**config.mk**
```make
export PLATFORM = sky130hd
export DESIGN_NAME = obc_dft_bitserial_ctrl
export DESIGN_NICKNAME = d
export VERILOG_FILES = /design/src/rtl/obc_dft_pkg.sv /design/src/rtl/obc_dft_bitserial_ctrl_plane_mux.sv /design/src/rtl/obc_dft_bitserial_ctrl.sv
export SDC_FILE = /design/constraint.sdc
export NUM_CORES = 1
export LEC_CHECK = 0
export BUFFER_PORTS_ARGS = -buffer_cell sky130_fd_sc_hd__buf_4
export CAP_MARGIN = 0
export CORE_UTILIZATION = 25
export CTS_BUF_LIST = sky130_fd_sc_hd__clkbuf_8 sky130_fd_sc_hd__clkbuf_16
export DETAILED_ROUTE_END_ITERATION = 6
export PLACE_DENSITY_LB_ADDON = 0.3
export SLEW_MARGIN = 5
export SYNTH_ARGS = -nofsm -noshare
export SYNTH_HDL_FRONTEND = slang
export SYNTH_HIERARCHICAL = 1
export SYNTH_SLANG_ARGS = --single-unit
```
**constraint.sdc**
```tcl
create_clock -name clk -period 6 [get_ports clk]
set_input_delay 0.3 -clock clk [delete_from_list [all_inputs] [get_ports clk]]
set_output_delay 0.3 -clock clk [all_outputs]
set_load 0.03 [all_outputs]
```
**src/rtl/obc_dft_pkg.sv**
```systemverilog
// Shared types and constants for the OBC/DA DFT bit-serial controller.
package obc_dft_pkg;

    typedef enum logic [1:0] {
        IDLE = 2'd0,
        RUN  = 2'd1,
        DONE = 2'd2
    } state_t;

    localparam int NUM_PTS    = 16;
    localparam int DEF_DATA_W = 16;
    localparam int DEF_ROM_W  = 32;
    localparam int DEF_ACC_W  = 48;
    localparam int EXT_W      = 64;

    // Replicates bit (width-1) of value into every higher bit; callers cast the result down.
    function automatic logic [EXT_W-1:0] sign_ext(input logic [EXT_W-1:0] value, input int width);
        sign_ext = value;
        for (int i = 0; i < EXT_W; i++) begin
            if (i >= width) sign_ext[i] = value[width-1];
        end
    endfunction

endpackage

```
**src/rtl/obc_dft_bitserial_ctrl_plane_mux.sv**
```systemverilog
// Combinational bit-plane selector: gathers bit `plane` of each of the 16 samples.
module obc_plane_mux
    import obc_dft_pkg::*;
#(
    parameter int DATA_W = DEF_DATA_W
) (
    input  logic [NUM_PTS*DATA_W-1:0]  samples,
    input  logic [$clog2(DATA_W)-1:0]  plane,
    output logic [NUM_PTS-1:0]         bits
);

    always_comb begin
        for (int k = 0; k < NUM_PTS; k++) begin
            bits[k] = samples[k*DATA_W + int'(plane)];
        end
    end

endmodule

```
**src/rtl/obc_dft_bitserial_ctrl.sv**
```systemverilog
// Bit-serial sequencer and Horner accumulator for one OBC/DA DFT bin.
// Optional macro OBC_OFFSET_EN preloads the accumulator with OFFSET.
module obc_dft_bitserial_ctrl
    import obc_dft_pkg::*;
#(
    parameter int                       DATA_W = DEF_DATA_W,
    parameter int                       ROM_W  = DEF_ROM_W,
    parameter int                       ACC_W  = DEF_ACC_W,
    parameter logic signed [ACC_W-1:0]  OFFSET = '0
) (
    input  logic                        clk,
    input  logic                        rst,
    input  logic                        in_valid,
    output logic                        in_ready,
    input  logic [NUM_PTS*DATA_W-1:0]   in_samples,
    output logic [NUM_PTS-1:0]          x_plane,
    output logic                        m_out,
    input  logic [ROM_W-1:0]            rom_in,
    output logic                        busy,
    output logic                        out_valid,
    input  logic                        out_ready,
    output logic [ACC_W-1:0]            result
);

    localparam int P_W = $clog2(DATA_W);

`ifdef OBC_OFFSET_EN
    localparam logic [ACC_W-1:0] ACC_INIT = OFFSET;
`else
    localparam logic [ACC_W-1:0] ACC_INIT = '0;
`endif

    state_t                      state, state_nxt;
    logic [P_W-1:0]              plane;
    logic [NUM_PTS*DATA_W-1:0]   samples;
    logic [ACC_W-1:0]            acc, acc_nxt, rom_ext;
    logic [NUM_PTS*DATA_W-1:0]   mux_src;
    logic [P_W-1:0]              mux_plane;
    logic [NUM_PTS-1:0]          mux_bits;
    logic                        accept, last_plane;

    // NOTE: every output gets a default before the case, so no path can infer a latch.
    always_comb begin
        state_nxt = state;
        in_ready  = 1'b0;
        busy      = 1'b0;
        out_valid = 1'b0;
        case (state)
            IDLE: begin
                in_ready = 1'b1;
                if (in_valid) state_nxt = RUN;
            end
            RUN: begin
                busy = 1'b1;
                if (plane == '0) state_nxt = DONE;
            end
            DONE: begin
                out_valid = 1'b1;
                if (out_ready) state_nxt = IDLE;
            end
            default: state_nxt = IDLE;
        endcase
    end

    // NOTE: sequential state uses non-blocking assignments so all flops update together.
    always_ff @(posedge clk) begin
        if (rst) state <= IDLE;
        else     state <= state_nxt;
    end

    assign accept     = (state == IDLE) && in_valid;
    assign last_plane = (state == RUN) && (plane == '0);
    assign rom_ext    = ACC_W'(sign_ext(EXT_W'(rom_in), ROM_W));
    assign acc_nxt    = (acc << 1) + rom_ext;

    // The first plane is taken straight from in_samples so x_plane is valid in RUN cycle 1.
    assign mux_src   = (state == IDLE) ? in_samples : samples;
    assign mux_plane = (state == IDLE) ? P_W'(DATA_W - 1) : plane - P_W'(1);

    obc_plane_mux #(.DATA_W(DATA_W)) u_plane_mux (
        .samples (mux_src),
        .plane   (mux_plane),
        .bits    (mux_bits)
    );

    // NOTE: the sample registers are ordinary flops, so they are reset along with the rest.
    always_ff @(posedge clk) begin
        if (rst) begin
            samples <= '0;
            plane   <= '0;
            acc     <= ACC_INIT;
            result  <= '0;
            x_plane <= '0;
            m_out   <= 1'b0;
        end else if (accept) begin
            samples <= in_samples;
            plane   <= P_W'(DATA_W - 1);
            acc     <= ACC_INIT;
            x_plane <= mux_bits;
            m_out   <= 1'b1;
        end else if (state == RUN) begin
            acc     <= acc_nxt;
            plane   <= last_plane ? '0 : plane - P_W'(1);
            x_plane <= last_plane ? '0 : mux_bits;
            m_out   <= 1'b0;
            if (last_plane) result <= acc_nxt;
        end
    end

endmodule

```
==> metrics.log, run 1 <==
INFO  metric grt_setup_unrepaired = false
INFO  metric cts-buffers-inserted = 49
INFO  metric worstPathRequired = 6520 ps
INFO  metric post_dp_cell_area = 23,000 um2
INFO  metric post_cts_resize_count = 0
INFO  metric max-cap-violations = 0
INFO  metric grt_overflow_total = 0
INFO  metric timing.final.hold_violations = 0
INFO  metric drt_first_pass_iters = 7
INFO  metric layout-area-overhead-vs-synth = 39.8%
INFO  metric fin_nets = 3,275
INFO  metric ant_nets = 0
INFO  metric clkSinkCount = 374
INFO  metric maximum_number_of_pins_on_one_net_before_global_route_repair = 192
INFO  metric io_buffer_count = 359
INFO  metric timing.critical_path.arrival = 4130 ps
INFO  metric drt_iter0_markers = 1,257
INFO  metric timing.final.setup_violations = 0
INFO  metric synth.yosys.seq_area_share = 38.3%
INFO  metric clock_insertion_delay_worst_skew = 610 ps
INFO  metric dp_hpwl = 46,900 um
INFO  metric reg2reg_from = state[0]
INFO  metric timing.rr.end = samples[214]
INFO  metric switching_power = 2.45 mW
INFO  metric fraction_of_post_synthesis_cell_area_in_the_top_cell_type_by_area = 38.3%
INFO  metric synth_area = 19,500 um2
INFO  metric crit_path_end_kind = flip-flop
INFO  metric critPathMaxFanout = 136
INFO  metric tns = 0 ps
INFO  metric clkTransAtPathRegs = 60 ps
INFO  metric die_area = 79,200 um2
INFO  metric holdPathStages = 4
INFO  metric maxSlewHeadroom = 27.5%
INFO  metric global_route_wire_length_before_repair = 110,000 um
INFO  metric period_needed = 3610 ps
INFO  metric synth.yosys.warnings = 6
INFO  metric core_region_area = 77,300 um2
INFO  metric crit_path_start = state[0]
INFO  metric fmax = 277 MHz
INFO  metric cell_internal_power = 5.38 mW
INFO  metric dieHeight = 282 um
INFO  metric first_global_vias = 18,900
INFO  metric antenna_found_initial = 19
INFO  metric critical_path.startpoint_type = flip-flop
INFO  metric worstSetupPathType = reg -> reg
INFO  metric synth-main-ff-cell = sky130_fd_sc_hd__dfxtp_1
INFO  metric drv_slew = 0
INFO  metric p_comb_share = 24.9%
INFO  metric postSynthCellCount = 2,439
INFO  metric dr_total_vias = 19,400
INFO  metric layout_cell_area_excl_fill = 27,300 um2
INFO  metric synth_nets = 2,780
INFO  metric floorplan.rows = 102
INFO  metric worst_hold_path.endpoint = result[1]
INFO  metric drc = 0
INFO  metric sw_frac_of_total = 31.3%
INFO  metric gp_routability_congestion = 0.882
INFO  metric run_status = completed
INFO  metric power.density_cell_area = 287 nW/um2
INFO  metric timing_worst_slew_pin_value = 1090 ps
INFO  metric worstRegToRegCells = 6
INFO  metric post_drt_via_cell_ratio = 4.83
INFO  metric route.final.wire_length = 72,000 um
INFO  metric power.clock.fraction = 39.4%
INFO  metric min_from = rom_in[1]
INFO  metric irDropWorstVdd = 0.000235 V
INFO  metric rrSetupSlack = 2390 ps
INFO  metric clock_path_buffers = 3
INFO  metric drive_gt1_share = 17.9%
INFO  metric ctsHtreeMaxLevel = 2
INFO  metric synth_edf_count = 0
INFO  metric seqPwrFrac = 35.7%
INFO  metric timing.hold.worst.class = in -> reg
INFO  metric synthTopCellsByArea = sky130_fd_sc_hd__dfxtp_1 38%, sky130_fd_sc_hd__nand2_1 18%, sky130_fd_sc_hd__a22o_1 12%, sky130_fd_sc_hd__mux4_2 6.2%, sky130_fd_sc_hd__a21oi_1 3.3%
INFO  metric synth.ff_latch_count = 374
INFO  metric postSynthAreaPerCell = 8.01 um2
INFO  metric cts_tree = built
INFO  metric yosys.area.top_type = sky130_fd_sc_hd__dfxtp_1
INFO  metric synth.lib_cells_used.distinct = 64
INFO  metric wl_per_cell = 17.9 um
INFO  metric worst_clock_skew = 37.2 ps
INFO  metric track_usage = 17.7%
INFO  metric clockRootBuffer = sky130_fd_sc_hd__clkbuf_16
INFO  metric period_share = 60.2%
INFO  metric synth_async_sr_flop_share = 0%
INFO  metric total_leakage_power = 12.3 nW
INFO  metric floorplan.initialDensity = 25.3%
INFO  metric die_w = 282 um
INFO  metric floorplan.io_pins = 360
power by group through the flow:
stage                     logic, mW  registers (mW)  clock network, mW
after floorplan                1.10            2.89                  0
after global placement         1.81            2.85                  0
after detailed placement       1.82            2.84                  0
after CTS                      1.96            2.79               3.18
after global routing           2.13            2.82               3.28
final                          1.95            2.80               3.08
placed cells by master, fill, tap and decap left out, drive strengths merged, types with 3 or more instances in the layout:
master | synthesis | final
nand2 | 961 | 961
buf | 28 | 377
dfxtp | 374 | 374
a22o | 272 | 272
dlygate4sd3 | 0 | 257
a21oi | 129 | 129
mux4 | 64 | 64
nor2 | 61 | 61
o21ai | 56 | 56
clkbuf | 162 | 55
ha | 48 | 48
a22oi | 32 | 32
inv | 16 | 28
nand3 | 24 | 24
xor2 | 22 | 22
nand4 | 19 | 19
xnor2 | 18 | 18
nor3 | 17 | 17
a211oi | 14 | 14
a21o | 12 | 12
clkinv | 0 | 10
nand2b | 9 | 9
diode | 0 | 8
o21a | 8 | 8
nand3b | 8 | 8
nor2b | 8 | 8
bufinv | 0 | 7
o211ai | 6 | 6
a31oi | 6 | 6
or3 | 5 | 5
a211o | 5 | 5
nor4 | 5 | 5
a2111oi | 4 | 4
o21bai | 4 | 4
and2 | 4 | 4
o31ai | 4 | 4
or2 | 4 | 4
a221oi | 3 | 3
o31a | 3 | 3
final cells by class:
type,instances,area (um2)
flip-flops and latches,374,7490
repair buffers,634,5450
multi-input cells,1859,11300
well taps,1040,1300
diodes,8,20.0
fillers,8052,50000
clock buffers,55,1310
inverters,16,67.6
clock inverters,30,367
flip-flops by register name, indices dropped and copies added (netlist names):
signal   count
acc         47
m_out        1
plane        4
result      48
samples    256
state        2
x_plane     16
metal layers:
layer / global-route usage (%) / share of wire, % / wire length (um) / vias up
met3: 3.98 / 6.1 / 4430 / 117
li1: - / - / - / 9533
met4: 4.53 / 2.2 / 1590 / 22
met1: 23.0 / 45 / 32300 / 9214
met5: 0 / 0.18 / 127 / -
met2: 29.4 / 47 / 33600 / 507
cell families (layout without fill, tap and decap cells):
kind of cell	Yosys count	in the layout	share of synthesized area (%)
flip-flops	374	374	38.3
buffers and inverters	206	735	4.26
XOR/XNOR	40	40	1.79
AND/OR/NAND/NOR	1128	1128	22.9
other	0	8	0
adder cells (fa/ha/maj)	49	49	3.18
AO/OA/AOI/OAI	578	578	22.0
multiplexers	64	64	7.57
worst max path at each step:
stage / to / slack (ps) / depth (start not counted)
final: samples[214] / 2390 / 6
after global routing: samples[10] / 2110 / 6
after CTS: samples[187] / 2300 / 6
after detailed placement: samples[202] / 2330 / 6
after global placement: samples[102] / 2320 / 6
after floorplan: acc[45] / 3070 / 12
metrics by stage:
| stage | total power [mW] | hold slack (ps) | setup slack [ps] | utilization, % | cells |
|---|---|---|---|---|---|
| 3_3_place_gp | 4.66 | 444 | 2320 | 29.8 | 3666 |
| 2_1_floorplan | 3.99 | 433 | 3070 | - | 2439 |
| 5_1_grt | 8.23 | 146 | 2110 | 35.3 | 4015 |
| 4_1_cts | 7.93 | 73.4 | 2300 | 35.3 | 4008 |
| 6_report | 7.82 | 121 | 2390 | 35.3 | 4016 |
| 3_5_place_dp | 4.66 | 447 | 2330 | 29.8 | 3666 |
timing repair:
action	4_1_cts	5_1_grt
endpoints found under the hold margin	258	0
buffers inserted	0	0
hold buffers	257	0
cells in the mapped netlist (22+ instances only):
cell	instances
sky130_fd_sc_hd__o21ai_0	51
sky130_fd_sc_hd__ha_1	48
sky130_fd_sc_hd__a21oi_1	128
sky130_fd_sc_hd__xor2_1	22
sky130_fd_sc_hd__nand2_1	961
sky130_fd_sc_hd__nand3_1	24
sky130_fd_sc_hd__a22o_1	272
sky130_fd_sc_hd__clkbuf_1	161
sky130_fd_sc_hd__mux4_2	54
sky130_fd_sc_hd__nor2_1	61
sky130_fd_sc_hd__dfxtp_1	374
sky130_fd_sc_hd__a22oi_1	32
worst max-delay path: stages, from the launching register on:
cell,delay [ps]
sky130_fd_sc_hd__dfxtp_1,330
sky130_fd_sc_hd__or2_4,520
sky130_fd_sc_hd__inv_8,730
sky130_fd_sc_hd__nand2_1,480
sky130_fd_sc_hd__nor2_4,260
sky130_fd_sc_hd__buf_4,770
sky130_fd_sc_hd__a22o_1,260
(Power assumes the default switching activity.)
==> inputs of run 2 (changes only) <==
==> constraint.sdc (replaced) <==
create_clock -name clk -period 3.15 [get_ports clk]
set_input_delay 0.1575 -clock clk [delete_from_list [all_inputs] [get_ports clk]]
set_output_delay 0.1575 -clock clk [all_outputs]
set_load 0.03 [all_outputs]
==> metrics.log, run 2 (synthesis gave the netlist of run 1 again) <==
INFO  metric critPathMaxFanout = 4
INFO  metric max_ffs_per_register = 256
INFO  metric drt_iter0_markers = 1,292
INFO  metric layout.cells.most_common = sky130_fd_sc_hd__nand2_1
INFO  metric layout_cell_area_excl_fill = 27,800 um2
INFO  metric worst_clock_skew = 16.6 ps
INFO  metric crit_path_start = acc[0]
INFO  metric timing.critical_path.arrival = 3440 ps
INFO  metric nFillCells = 7,987
INFO  metric tns = 0 ps
INFO  metric postLayoutSetupSlackWorst = 184 ps
INFO  metric maximum_number_of_pins_on_one_net_before_global_route_repair = 149
INFO  metric ctsHtreeMaxLevel = 2
INFO  metric final_core_utilization = 36.0%
INFO  metric fin_nets = 3,313
INFO  metric first_global_vias = 18,800
INFO  metric drc = 0
INFO  metric timing.hold.worst.class = in -> reg
INFO  metric crit_path_end_kind = flip-flop
INFO  metric power.density_cell_area = 541 nW/um2
INFO  metric global_route_wire_length_before_repair = 110,000 um
INFO  metric irDropWorstVdd = 0.000369 V
INFO  metric layout-area-overhead-vs-synth = 42.5%
INFO  metric layout.cells.most_common_list = 958 x sky130_fd_sc_hd__nand2_1, 395 x sky130_fd_sc_hd__buf_4, 374 x sky130_fd_sc_hd__dfxtp_1
INFO  metric antenna_found_initial = 11
INFO  metric post_drt_via_cell_ratio = 4.82
INFO  metric dp_hpwl = 47,000 um
INFO  metric worstRegToRegCells = 12
INFO  metric run_status = completed
INFO  metric clkTransAtPathRegs = 60 ps
INFO  metric dr_total_vias = 19,500
INFO  metric clockRootBuffer = sky130_fd_sc_hd__clkbuf_16
INFO  metric die_area = 79,200 um2
INFO  metric max-cap-violations = 0
INFO  metric drive_gt1_share = 19.2%
INFO  metric floorplan.initialDensity = 25.3%
INFO  metric cts_tree = built
INFO  metric grt_setup_unrepaired = true
INFO  metric critical_path.startpoint_type = flip-flop
INFO  metric min_from = in_valid
INFO  metric dieHeight = 282 um
INFO  metric period_needed = 2970 ps
INFO  metric track_usage = 17.6%
INFO  metric drv_slew = 0
INFO  metric clock_path_buffers = 3
INFO  metric maxSlewHeadroom = 38.1%
INFO  metric floorplan.io_pins = 360
INFO  metric post_dp_cell_area = 23,500 um2
INFO  metric clkSinkCount = 374
INFO  metric worstSetupPathType = reg -> reg
INFO  metric holdPathStages = 3
INFO  metric period_share = 94.2%
INFO  metric grt_overflow_total = 0
INFO  metric registers_with_the_most_flip_flops = samples x256, result x48, acc x47
INFO  metric dp_slack = -5.25 ps
INFO  metric floorplan.rows = 102
INFO  metric io_buffer_count = 359
INFO  metric ant_nets = 0
INFO  metric wl_per_cell = 17.7 um
INFO  metric reg2reg_from = acc[0]
INFO  metric gp_routability_congestion = 0.895
INFO  metric rrSetupSlack = 180 ps
INFO  metric drt_first_pass_iters = 6
INFO  metric timing_worst_slew_pin_value = 927 ps
INFO  metric die_w = 282 um
INFO  metric core_region_area = 77,300 um2
INFO  metric timing.final.hold_violations = 0
INFO  metric clock_insertion_delay_worst_skew = 600 ps
INFO  metric route.final.wire_length = 71,800 um
INFO  metric total_leakage_power = 12.6 nW
INFO  metric worstPathRequired = 3630 ps
INFO  metric timing.final.setup_violations = 0
INFO  metric fmax = 337 MHz
INFO  metric cts-buffers-inserted = 48
INFO  metric registers.top_by_ff_count = samples
==> run 2: routing by layer <==
layer | track usage [%] | wire (um)
met5 | 0 | 88
met4 | 4.28 | 1370
met3 | 3.65 | 4520
met2 | 29.4 | 33900
met1 | 23.0 | 32000
==> run 2: final timing paths <==
path / to
worst max-delay path: acc[45]
worst min-delay path: samples[16]
worst max register to register: acc[45]
worst min register to register: result[20]
==> run 2: area by class of cell <==
class	instances	area, um2	area share, %
inverters	16	67.6	0.243
well taps	1040	1300	4.68
repair buffers	673	5930	21.3
multi-input cells	1859	11300	40.7
diodes	4	10.0	0.0360
flip-flops and latches	374	7490	26.9
clock inverters	28	305	1.10
clock buffers	61	1390	5.00
==> run 2: per-stage QoR <==
stage	hold WS (ps)	total power, mW	cells
finish	85.7	15.1	4055
CTS	46.5	15.3	4051
floorplan	290	7.61	2439
global placement	383	8.99	3702
global route	99.4	15.8	4054
detailed placement	388	8.99	3702
==> run 2: worst max-delay path: stages (launching register included) <==
cell                       delay [ps]
sky130_fd_sc_hd__dfxtp_1          330
sky130_fd_sc_hd__ha_2             200
sky130_fd_sc_hd__inv_1             50
sky130_fd_sc_hd__fa_1             390
sky130_fd_sc_hd__nand2b_4         170
sky130_fd_sc_hd__a21oi_4          160
sky130_fd_sc_hd__o41ai_4          110
sky130_fd_sc_hd__o21ba_2          220
sky130_fd_sc_hd__o31a_4           280
sky130_fd_sc_hd__o31a_1           300
sky130_fd_sc_hd__o31ai_4          290
sky130_fd_sc_hd__nor4_1            70
sky130_fd_sc_hd__a311o_1          280
==> run 2: where the power goes <==
part	switching, mW	total [mW]	internal (mW)
logic	2.16	3.83	1.67
registers	0.211	5.32	5.11
clock network	2.36	5.90	3.54
total	4.73	15.1	10.3
==> run 2: timing repair <==
action                                 4_1_cts  5_1_grt
setup buffers                                0        0
endpoints found under the hold margin      268        0
setup endpoints to repair                    2       13
pin swaps                                    2        4
hold buffers                               260        0
resized for setup                            1        9
==> inputs of run 3 (changes only) <==
--- a/config.mk
+++ b/config.mk
@@ -9,10 +9,11 @@
 export CAP_MARGIN = 0
 export CORE_UTILIZATION = 25
 export CTS_BUF_LIST = sky130_fd_sc_hd__clkbuf_8 sky130_fd_sc_hd__clkbuf_16
+export CTS_CLUSTER_DIAMETER = 30
 export DETAILED_ROUTE_END_ITERATION = 6
+export MAX_ROUTING_LAYER = met4
 export PLACE_DENSITY_LB_ADDON = 0.3
 export SLEW_MARGIN = 5
 export SYNTH_ARGS = -nofsm -noshare
 export SYNTH_HDL_FRONTEND = slang
-export SYNTH_HIERARCHICAL = 1
 export SYNTH_SLANG_ARGS = --single-unit
==> metrics.log, run 3 <==
INFO  metric critPathBufInv = 1
INFO  metric total_leakage_power = 11.9 nW
INFO  metric synth-compound-area-share = 20.0%
INFO  metric clock_path_buffers = 3
INFO  metric irDropWorstVdd = 0.000395 V
INFO  metric final-seq-area = 7490 um2
INFO  metric worstSetupPathType = reg -> reg
INFO  metric floorplan.io_pins = 360
INFO  metric die_w = 272 um
INFO  metric nFillCells = 7,276
INFO  metric drc = 0
INFO  metric period_needed = 2990 ps
INFO  metric grt_overflow_total = 0
INFO  metric post_drt_via_cell_ratio = 4.73
INFO  metric timing_worst_slew_pin_value = 906 ps
INFO  metric timing.hold.worst.class = in -> reg
INFO  metric wl_per_cell = 17.1 um
INFO  metric synth_nets = 2,644
INFO  metric layout.cells.most_common_list = 706 x sky130_fd_sc_hd__nand2_1, 442 x sky130_fd_sc_hd__a21oi_1, 388 x sky130_fd_sc_hd__buf_4
INFO  metric critical-path-top-delay-family = compound AO/OA/AOI/OAI gates
INFO  metric clkSinkCount = 374
INFO  metric drv_slew = 0
INFO  metric max-cap-violations = 0
INFO  metric postSynthAreaPerCell = 7.90 um2
INFO  metric synth_top_family_by_area = simple AND/OR/NAND/NOR gates
INFO  metric synth_xor_area_share = 2.08%
INFO  metric timing.critical_path.arrival = 3490 ps
INFO  metric maximum_number_of_pins_on_one_net_before_global_route_repair = 143
INFO  metric clockRootBuffer = sky130_fd_sc_hd__clkbuf_16
INFO  metric reg2reg_from = acc[0]
INFO  metric critPathMaxFanout = 4
INFO  metric dieHeight = 272 um
INFO  metric synth-main-ff-cell = sky130_fd_sc_hd__dfxtp_1
INFO  metric cts-buffers-inserted = 103
INFO  metric synthSimpleGateAreaFrac = 21.0%
INFO  metric synth_edf_count = 0
INFO  metric layout.cells.most_common = sky130_fd_sc_hd__nand2_1
INFO  metric synth_adder_area_share = 3.41%
INFO  metric max_ffs_per_register = 256
INFO  metric crit_path_start = acc[0]
INFO  metric floorplan.initialDensity = 25.4%
INFO  metric period_share = 95.1%
INFO  metric antenna_found_initial = 9
INFO  metric drt_first_pass_iters = 5
INFO  metric yosys.area.top_type = sky130_fd_sc_hd__dfxtp_1
INFO  metric timing.final.setup_violations = 0
INFO  metric drive_gt1_share = 22.1%
INFO  metric synth.ff_latch_count = 374
INFO  metric synthTopCellsByArea = sky130_fd_sc_hd__dfxtp_1 41%, sky130_fd_sc_hd__nand2_1 15%, sky130_fd_sc_hd__a21oi_1 12%, sky130_fd_sc_hd__mux4_2 6.1%, sky130_fd_sc_hd__ha_1 3.3%
INFO  metric p_total = 20.0 mW
INFO  metric postSynthCellCount = 2,303
INFO  metric multi_input_area = 9990 um2
INFO  metric fraction_of_post_synthesis_cell_area_in_the_top_cell_type_by_area = 41.1%
INFO  metric min_from = rom_in[2]
INFO  metric ctsHtreeMaxLevel = 3
INFO  metric critical_path.startpoint_type = flip-flop
INFO  metric die_area = 73,900 um2
INFO  metric cpMaxStageDelayCell = sky130_fd_sc_hd__fa_1
INFO  metric synth_async_sr_flop_share = 0%
INFO  metric critPathMostFrequentCell = sky130_fd_sc_hd__a21oi_2
INFO  metric most_common_cell_in_the_netlist = sky130_fd_sc_hd__nand2_1
INFO  metric maxSlewHeadroom = 39.6%
INFO  metric fmax = 334 MHz
INFO  metric cts_tree = built
INFO  metric dr_total_vias = 18,800
INFO  metric synthMuxAreaShare = 7.99%
INFO  metric registers_with_the_most_flip_flops = samples x256, result x48, acc x47
INFO  metric tns = 0 ps
INFO  metric synth.lib_cells_used.distinct = 73
INFO  metric worstPathRequired = 3650 ps
INFO  metric clock_insertion_delay_worst_skew = 670 ps
INFO  metric synth.cells.most_frequent = 707 x sky130_fd_sc_hd__nand2_1, 443 x sky130_fd_sc_hd__a21oi_1, 374 x sky130_fd_sc_hd__dfxtp_1
INFO  metric clkTransAtPathRegs = 50 ps
INFO  metric drt_iter0_markers = 1,017
INFO  metric global_route_wire_length_before_repair = 105,000 um
INFO  metric grt_setup_unrepaired = false
INFO  metric ant_nets = 0
INFO  metric layout-area-overhead-vs-synth = 57.4%
INFO  metric timing.final.hold_violations = 0
INFO  metric route.final.wire_length = 68,100 um
INFO  metric synth.yosys.seq_area_share = 41.1%
INFO  metric crit_path_end_kind = flip-flop
INFO  metric whs = 57.8 ps
INFO  metric synth.yosys.warnings = 0
INFO  metric dp_hpwl = 44,100 um
INFO  metric core_region_area = 71,700 um2
INFO  metric crit_path_max_incr_delay = 390 ps
INFO  metric worst_clock_skew = 62.3 ps
INFO  metric floorplan.rows = 98
INFO  metric io_buffer_count = 359
INFO  metric run_status = completed
INFO  metric first_global_vias = 18,700
INFO  metric registers.top_by_ff_count = samples
INFO  metric final_core_utilization = 39.9%
INFO  metric gp_routability_congestion = 0.892
INFO  metric power.density_cell_area = 697 nW/um2
INFO  metric crit_path_cell_trace = ha_1 > inv_1 > fa_1 > nand2b_1 > a21oi_2 > o21bai_1 > a21oi_2 > o31ai_4 > o31a_4 > o21ai_2 > nor4_1 > a311o_1
INFO  metric fin_nets = 3,269
INFO  metric track_usage = 18.6%
INFO  metric synth_area = 18,200 um2
run 3: logic make-up after synthesis:
logic type | count (synthesis)
AO/OA/AOI/OAI | 635
XOR/XNOR | 41
adder cells (fa/ha/maj) | 49
buffers and inverters | 195
flip-flops | 374
multiplexers | 82
AND/OR/NAND/NOR | 927
run 3: worst reg2reg max path, cell delays in order, from the launching register on:
cell and delay (ps):
sky130_fd_sc_hd__dfxtp_1 320, sky130_fd_sc_hd__ha_1 180, sky130_fd_sc_hd__inv_1 60, sky130_fd_sc_hd__fa_1 390, sky130_fd_sc_hd__nand2b_1 190, sky130_fd_sc_hd__a21oi_2 180, sky130_fd_sc_hd__o21bai_1 130, sky130_fd_sc_hd__a21oi_2 320
sky130_fd_sc_hd__o31ai_4 120, sky130_fd_sc_hd__o31a_4 380, sky130_fd_sc_hd__o21ai_2 230, sky130_fd_sc_hd__nor4_1 80, sky130_fd_sc_hd__a311o_1 280
run 3: per-layer routing:
metal | track usage (%) | part of all wire, % | wire, um | up-vias
met5 | - | 0 | 0 | -
met4 | 6.39 | 2.4 | 1660 | 0
met3 | 4.05 | 5.7 | 3870 | 125
met2 | 29.5 | 47 | 32100 | 545
met1 | 23.1 | 45 | 30400 | 8873
li1 | - | - | - | 9252
run 3: stage by stage:
step           std cells  setup slack, ps  instance area [um2]
2_1_floorplan       2303              337                18200
3_3_place_gp        3476              138                21900
3_5_place_dp        3476              116                21900
4_1_cts             3964             77.4                28600
5_1_grt             3974             22.1                28600
6_report            3974              156                28600
run 3: repair_timing:
item / in CTS / in global routing
endpoints found under the setup margin: 0 / 11
setup buffers: 0 / 1
hold buffers: 296 / 0
endpoints found under the hold margin: 279 / 0
gates resized for setup: 0 / 3
run 3: path summary, 6_finish.rpt:
check	slack, ps	cells after the start	endpoint
setup / recovery	160	12	acc[41]
hold / removal	60	4	result[2]
setup reg to reg	160	12	acc[41]
hold reg to reg	450	2	samples[157]
run 3: where the power goes:
part / switching (mW) / internal, mW / total [mW]
registers: 0.218 / 5.12 / 5.34
clock network: 3.29 / 7.68 / 11.0
logic: 2.09 / 1.57 / 3.66
run 3: area by class of cell:
type	instances	share of cell area, %
multi-input combinational	1734	34.9
sequential	374	26.2
timing repair buffer	697	21.4
clock buffer	121	9.90
tap	950	4.15
clock inverter	71	3.15
inverter	18	0.245
antenna	9	0.0786
